## src/rtl/pipe_pkg.sv

```systemverilog
// Shared pipeline-register constants and per-stage payload layouts.
// Stages size pipe_stage_reg with WIDTH = $bits(<payload>).
package pipe_pkg;

    localparam logic [1:0] OCC_EMPTY = 2'd0;
    localparam logic [1:0] OCC_ONE   = 2'd1;
    localparam logic [1:0] OCC_FULL  = 2'd2;

    typedef struct packed {
        logic [31:0] pc;
        logic [31:0] instr;
    } if_id_t;

    typedef struct packed {
        logic [31:0] pc;
        logic [31:0] op_a;
        logic [31:0] op_b;
        logic [4:0]  rd;
        logic        rd_we;
        logic [5:0]  alu_op;
    } id_ex_t;

    typedef struct packed {
        logic [31:0] result;
        logic [31:0] store_data;
        logic [4:0]  rd;
        logic        rd_we;
        logic [1:0]  mem_op;
    } ex_mem_t;

    localparam int IF_ID_W  = $bits(if_id_t);
    localparam int ID_EX_W  = $bits(id_ex_t);
    localparam int EX_MEM_W = $bits(ex_mem_t);

endpackage

```

## src/rtl/pipe_slot.sv

```systemverilog
// One valid+data entry of a pipeline stage register.
// Clear wins over load; load wins over drop.
module pipe_slot #(
    parameter int WIDTH          = 32,
    parameter bit CLEAR_ON_FLUSH = 1'b1
) (
    input  logic             clk,
    input  logic             rst,
    input  logic             clear,
    input  logic             load,
    input  logic             drop,
    input  logic [WIDTH-1:0] load_data,
    output logic             valid,
    output logic [WIDTH-1:0] data
);

    always_ff @(posedge clk or negedge rst) begin
        if (!rst) begin
            valid <= 1'b0;
            data  <= '0;
        end else if (clear) begin
            valid <= 1'b0;
            if (CLEAR_ON_FLUSH)
                data <= '0;
        end else if (load) begin
            valid <= 1'b1;
            data  <= load_data;
        end else if (drop) begin
            valid <= 1'b0;
        end
    end

endmodule

```

## src/rtl/pipe_stage_reg.sv

```systemverilog
// Generic pipeline stage register: valid/ready handshake, optional skid
// entry, deferred flush across stalls and saturating backpressure counter.
module pipe_stage_reg
    import pipe_pkg::*;
#(
    parameter int WIDTH          = 32,
    parameter bit SKID           = 1'b1,
    parameter bit CLEAR_ON_FLUSH = 1'b1,
    parameter int CNT_W          = 16
) (
    input  logic             clk,
    input  logic             rst,
    input  logic             stall,
    input  logic             flush,
    input  logic             in_valid,
    output logic             in_ready,
    input  logic [WIDTH-1:0] in_data,
    output logic             out_valid,
    input  logic             out_ready,
    output logic [WIDTH-1:0] out_data,
    output logic [1:0]       occupancy,
    output logic             flush_pend,
    output logic [CNT_W-1:0] bp_cnt
);

    logic             f;
    logic             p;
    logic             run;
    logic             m_v;
    logic             s_v;
    logic [WIDTH-1:0] m_d;
    logic [WIDTH-1:0] s_d;
    logic [WIDTH-1:0] m_src;
    logic             in_xfer;
    logic             out_xfer;
    logic             m_take;
    logic             m_load;
    logic             m_drop;

    assign f        = (flush | p) & ~stall;
    assign run      = rst & ~stall & ~f;
    assign out_valid = m_v & run;
    assign out_data = m_d;
    assign in_xfer  = in_valid & in_ready;
    assign out_xfer = out_valid & out_ready;

    // S is always older than a new input, so it refills M first.
    assign m_take = run & (~m_v | out_xfer);
    assign m_load = m_take & (s_v | in_xfer);
    assign m_drop = m_take & ~m_load;
    assign m_src  = s_v ? s_d : in_data;

    pipe_slot #(
        .WIDTH          (WIDTH),
        .CLEAR_ON_FLUSH (CLEAR_ON_FLUSH)
    ) u_main (
        .clk       (clk),
        .rst       (rst),
        .clear     (f),
        .load      (m_load),
        .drop      (m_drop),
        .load_data (m_src),
        .valid     (m_v),
        .data      (m_d)
    );

    generate
        if (SKID) begin : g_skid
            logic s_load;
            logic s_drop;

            // in_ready needs S empty, so S never loads and drains at once.
            assign in_ready = ~s_v & run;
            assign s_load   = in_xfer & ~m_take;
            assign s_drop   = m_take & s_v;

            pipe_slot #(
                .WIDTH          (WIDTH),
                .CLEAR_ON_FLUSH (CLEAR_ON_FLUSH)
            ) u_skid (
                .clk       (clk),
                .rst       (rst),
                .clear     (f),
                .load      (s_load),
                .drop      (s_drop),
                .load_data (in_data),
                .valid     (s_v),
                .data      (s_d)
            );
        end else begin : g_noskid
            assign in_ready = run & (~m_v | out_ready);
            assign s_v      = 1'b0;
            assign s_d      = '0;
        end
    endgenerate

    always_ff @(posedge clk or negedge rst) begin
        if (!rst)
            p <= 1'b0;
        else if (f)
            p <= 1'b0;
        else if (flush & stall)
            p <= 1'b1;
    end

    assign flush_pend = p;

    always_ff @(posedge clk or negedge rst) begin
        if (!rst)
            bp_cnt <= '0;
        else if (m_v & run & ~out_ready & (bp_cnt != {CNT_W{1'b1}}))
            bp_cnt <= bp_cnt + {{(CNT_W-1){1'b0}}, 1'b1};
    end

    always_comb begin
        occupancy = OCC_EMPTY;
        if (m_v & s_v)
            occupancy = OCC_FULL;
        else if (m_v | s_v)
            occupancy = OCC_ONE;
    end

endmodule

```

## config.mk

```make
export PLATFORM = sky130hd
export DESIGN_NAME = pipe_stage_reg
export DESIGN_NICKNAME = d
export VERILOG_FILES = /design/src/rtl/pipe_pkg.sv /design/src/rtl/pipe_slot.sv /design/src/rtl/pipe_stage_reg.sv
export SDC_FILE = /design/constraint.sdc
export NUM_CORES = 1
export LEC_CHECK = 0
export CAP_MARGIN = 20
export CORE_UTILIZATION = 50
export DETAILED_ROUTE_END_ITERATION = 10
export GPL_ROUTABILITY_DRIVEN = 0
export HOLD_SLACK_MARGIN = 0.12
export PLACE_DENSITY_LB_ADDON = 0.12
export SKIP_LAST_GASP = 1
export SYNTH_ARGS = -nofsm -noshare
export SYNTH_HDL_FRONTEND = slang
export SYNTH_HIERARCHICAL = 1
export SYNTH_SLANG_ARGS = --single-unit
```

## constraint.sdc

```tcl
create_clock -name clk -period 1.95 [get_ports clk]
set_input_delay 0.39 -clock clk [delete_from_list [all_inputs] [get_ports clk]]
set_output_delay 0.39 -clock clk [all_outputs]
set_load 0.02 [all_outputs]
```

# == After elaboration in Yosys (flattened, before gate mapping) ==
# Cells that the tools add are included.
# word_totals
word_cells,55
ff_bits,83
input_bits,38
out_inout_bits,53
# classes
eq_ne,1
add_sub_neg,1
n_reduce_logical,5
bitwise_logic,27
n_mux,15
# ops
cell,n
32-bit two-way mux,5
"16-bit by 1-bit adder with 16-bit output, second input constant",1
1-bit bitwise AND,16
"16-bit inequality test, second input constant",1
1-bit two-way mux,9
1-bit NOT,7
2-bit nonzero test,3
3-bit nonzero test,2
1-bit OR,4
2-bit two-way mux,1

# == Logic depth before layout (Yosys ltp) ==
# logic_depth
word_depth,14
ltp_mapped,8

# == Hierarchy ==
# The synthesis kept the hierarchy.
# modules_own_cells
mod,instances,area_each_um2,cells_each,seq_area_each_um2
pipe_slot,2,1370.1,108,825.8
pipe_stage_reg,1,1267.5,116,425.4

# == Least setup slack after synthesis ==
# OpenSTA, ideal clock, no wires.
# synth_timing
path_kind,register -> register
from,register bp_cnt[0]
to,register bp_cnt[10]
t_required_ps,1820
setup_time_ps,130
slack_ps,29
path_buffers,0
t_arrival_ps,1791
path_stages_with_launch,7
path_cell_list,dfrtp_1 ha_1 nand4_2 nor2_1 nand2_1 or4_1 xnor2_1
# synth_via
elab_chain_len,2
elab_cells_between_ends,3
# synth_lines
item,line_no,text
from (decl),pipe_stage_reg.sv:23,output logic [CNT_W-1:0] bp_cnt
from (signal assigned),pipe_stage_reg.sv:112,"bp_cnt <= bp_cnt + {{(CNT_W-1){1'b0}}, 1'b1};"
"parallel branches: the longest is 2 deep, another holds 16-bit by 1-bit adder with 16-bit output",-,
# Parallel ways; which one is timed is not known.
# A chain may end at the register's enable or synchronous reset.

# == Final worst setup path ==
# layout_timing
from,"register p, in the netlist flush_pend"
to,register bp_cnt[15]
# layout_via
elab_chain_len,7
# layout_lines
item,line_no,text
from (decl),pipe_stage_reg.sv:27,logic p;
from (signal assigned),pipe_stage_reg.sv:99,p <= 1'b0;
from (signal assigned),pipe_stage_reg.sv:101,p <= 1'b0;
from (signal assigned),pipe_stage_reg.sv:103,p <= 1'b1;
1-bit OR,pipe_stage_reg.sv:40,assign f = (flush | p) & ~stall;
1-bit bitwise AND,pipe_stage_reg.sv:40,
1-bit NOT,pipe_stage_reg.sv:41,assign run = rst & ~stall & ~f;
1-bit bitwise AND,pipe_stage_reg.sv:41,
1-bit bitwise AND (3 in a row),pipe_stage_reg.sv:111,else if (m_v & run & ~out_ready & (bp_cnt != {CNT_W{1'b1}}))
# Every way passes these cells.

==> flow_summary.json <==
{
  "final_cells": 548,
  "ys_seq_area_frac": 0.518,
  "grt_remaining_overflow": 0,
  "arrival_ns": 2.14,
  "drtIter0Drc": 115,
  "critical_path_required_ns": 2.20,
  "setup_tns_ns": 0,
  "rsz0062_at_grt": "true",
  "path_class": "reg -> reg",
  "worst_hold_path_type": "in -> async",
  "grt_pass1_vias": 2761,
  "ys_ff_latch": 83,
  "drv_cap": 0,
  "period_minus_slack_ns": 1.89,
  "dp_hpwl_mm": 5.38,
  "power_frac_seq": 0.498,
  "max_clock_freq_ghz": 0.530,
  "synth_top_area_frac": 0.518,
  "final_common_cell": "clkdlybuf4s50_1",
  "io_pins": 91,
  "insertion_delay_ns": 0.36,
  "vias": 2791,
  "cts_max_level": 3,
  "die_area_um2": 8380,
  "start_kind": "flop",
  "max-clock-path-buffers": 2,
  "fillCellCount": 597,
  "ir_worst_vdd_v": 0.000425,
  "cts_buffers": 9,
  "cp_max_fo": 5,
  "status": "complete, no violations",
  "viasPerCell": 5.09,
  "drtPass1Iterations": 4,
  "cp-end-kind": "flop",
  "post_drt_wl_per_cell_um": 15.4,
  "hold_viol": 0,
  "p_leak_nw": 2.34,
  "synth_warnings": 6,
  "setup_viol": 0,
  "synth_top_cell_by_area": "dfrtp_1",
  "synth_flop_cell": "dfrtp_1",
  "synthTopCellsByArea": "dfrtp_1, mux2i_1, mux2_2",
  "cts_tree": "yes",
  "drive_gt1_frac": 0.204,
  "relSlewSlack": 0.645,
  "final-max-slew-violation-count": 0,
  "clk_pin_slew_ns": 0.09,
  "fin_skew_ns": 0.0118,
  "die_y_um": 91.5,
  "wl_mm": 8.42,
  "postSynthCellCount": 332,
  "p_sw_frac": 0.240,
  "dp_cells": 524,
  "period_share": 0.968,
  "grt_pass1_wl_mm": 13.7,
  "cts_root_buf": "clkbuf_8",
  "comb_power_share": 0.106,
  "stdcell_area_um2": 5400,
  "powerDensity_nw_per_um2": 660,
  "core-area_um2": 7730,
  "cts.sinks": 83,
  "syn_nets": 372,
  "ant_nets": 0,
  "worst_slew_pin_slew_ns": 0.532,
  "grt_max_degree": 67,
  "p_sw_mw": 0.854,
  "rows": 32,
  "chipWidth_um": 91.5,
  "mappedNetlistArea_um2": 4010,
  "gr-usage-all-layers": 0.212,
  "yosysUniqueCellTypes": 31,
  "p_int_mw": 2.71,
  "syn_area_per_cell_um2": 12.1,
  "nNetsFinal": 481,
  "p_clk_frac": 0.396,
  "final_cell_mix": "clkdlybuf4s50_1, dfrtp_1, nor2_1, mux2i_1, mux2_2",
  "portBuffers": 90,
  "antennaDiodeCount": 0,
  "placed_cell_area_um2": 5050,
  "start_util": 0.519,
  "area_growth_pct": 34.7,
  "report.power.total_mw": 3.56,
  "synth-edff-count": 0,
  "async_flop_share": 1.00,
  "route.detailed.drc": 0,
  "antenna_found_initial": 0
}
metrics by stage:
step                worst slack, ns  hold slack, ns  utilization
floorplan                    0.0289          0.0944            -
global placement             -0.508           0.487        0.653
detailed placement           -0.543           0.495        0.653
CTS                         -0.0900           0.152        0.683
global route                -0.0775           0.173        0.699
finish                       0.0617           0.142        0.699
cells by family after synthesis:
family	after synthesis	share of synthesized area
and+or+nand+nor	107	0.134
muxes	97	0.253
DFF	83	0.518
buffers and inverters	25	0.0528
xor gates and xnor gates	15	0.0328
AOI/OAI and AO/OA	3	0.00375
adders and majority gates	2	0.00624
path summary, 6_finish.rpt:
| kind | to | startpoint | depth (start not counted) | slack [ns] |
|---|---|---|---|---|
| min reg2reg | bp_cnt[15] | bp_cnt[15] | 1 | 0.51 |
| max | bp_cnt[15] | flush_pend | 8 | 0.06 |
| max reg2reg | bp_cnt[15] | flush_pend | 8 | 0.06 |
| max in group asynchronous | g_skid.u_skid/data[17] | rst | 3 | 0.88 |
| min | bp_cnt[11] | rst | 2 | 0.14 |
| min in group clk | bp_cnt[15] | bp_cnt[15] | 1 | 0.51 |
synth_stat cells (4+ instances only):
| master | instances |
|---|---|
| buf_12 | 6 |
| nand2_1 | 8 |
| xnor2_1 | 11 |
| xor2_1 | 4 |
| mux2_2 | 33 |
| buf_2 | 4 |
| mux2i_1 | 64 |
| nand3_1 | 5 |
| clkbuf_1 | 7 |
| nand4_1 | 5 |
| inv_1 | 5 |
| dfrtp_1 | 83 |
| nor2_1 | 71 |
state kept, by name, indices dropped and copies added, names as in the netlist:
register             count
g_skid.u_skid/data      32
u_main/data             32
bp_cnt                  16
flush_pend               1
g_skid.u_skid/valid      1
u_main/valid             1
critical path, cell delays in order (launching register included):
cell and delay (ns):
dfrtp_1 0.42, nor4b_4 0.27, buf_4 0.17, nand3b_4 0.09, buf_6 0.14, nor4_4 0.28
buf_4 0.16, nand4_1 0.11, xnor2_1 0.14
power by group through the flow:
stage	Clock (mW)	Combinational [mW]	Sequential [mW]
after floorplan	0	0.125	1.84
after global placement	0	0.378	1.80
after detailed placement	0	0.382	1.81
after CTS	1.44	0.381	1.77
after global routing	1.50	0.412	1.78
final	1.41	0.378	1.77
layout make-up:
| cell class | instances | area, um2 | share of cell area |
|---|---|---|---|
| clock inverters | 5 | 85.1 | 0.0158 |
| multi-input cells | 224 | 1760 | 0.326 |
| clock buffers | 11 | 141 | 0.0262 |
| flip-flops and latches | 83 | 2080 | 0.385 |
| well taps | 102 | 128 | 0.0236 |
| inverters | 5 | 18.8 | 0.00348 |
| repair buffers | 118 | 1190 | 0.220 |
metal layers:
metal,GRT usage,vias to the layer above,wire (um),part of all wire
li1,-,1344,-,-
met1,0.292,1361,3890,0.46
met2,0.320,74,3950,0.47
met3,0.0369,12,408,0.048
met4,0.107,0,171,0.020
met5,0,-,0,0
timing repair:
item                       in CTS  in global routing
hold buffers                    0                  0
gates resized for setup        11                 10
buffers inserted                1                  4
setup endpoints to repair      76                 68
cloned                          0                  3
pin swaps                       3                  2
Power figures use the tool's default switching activity.
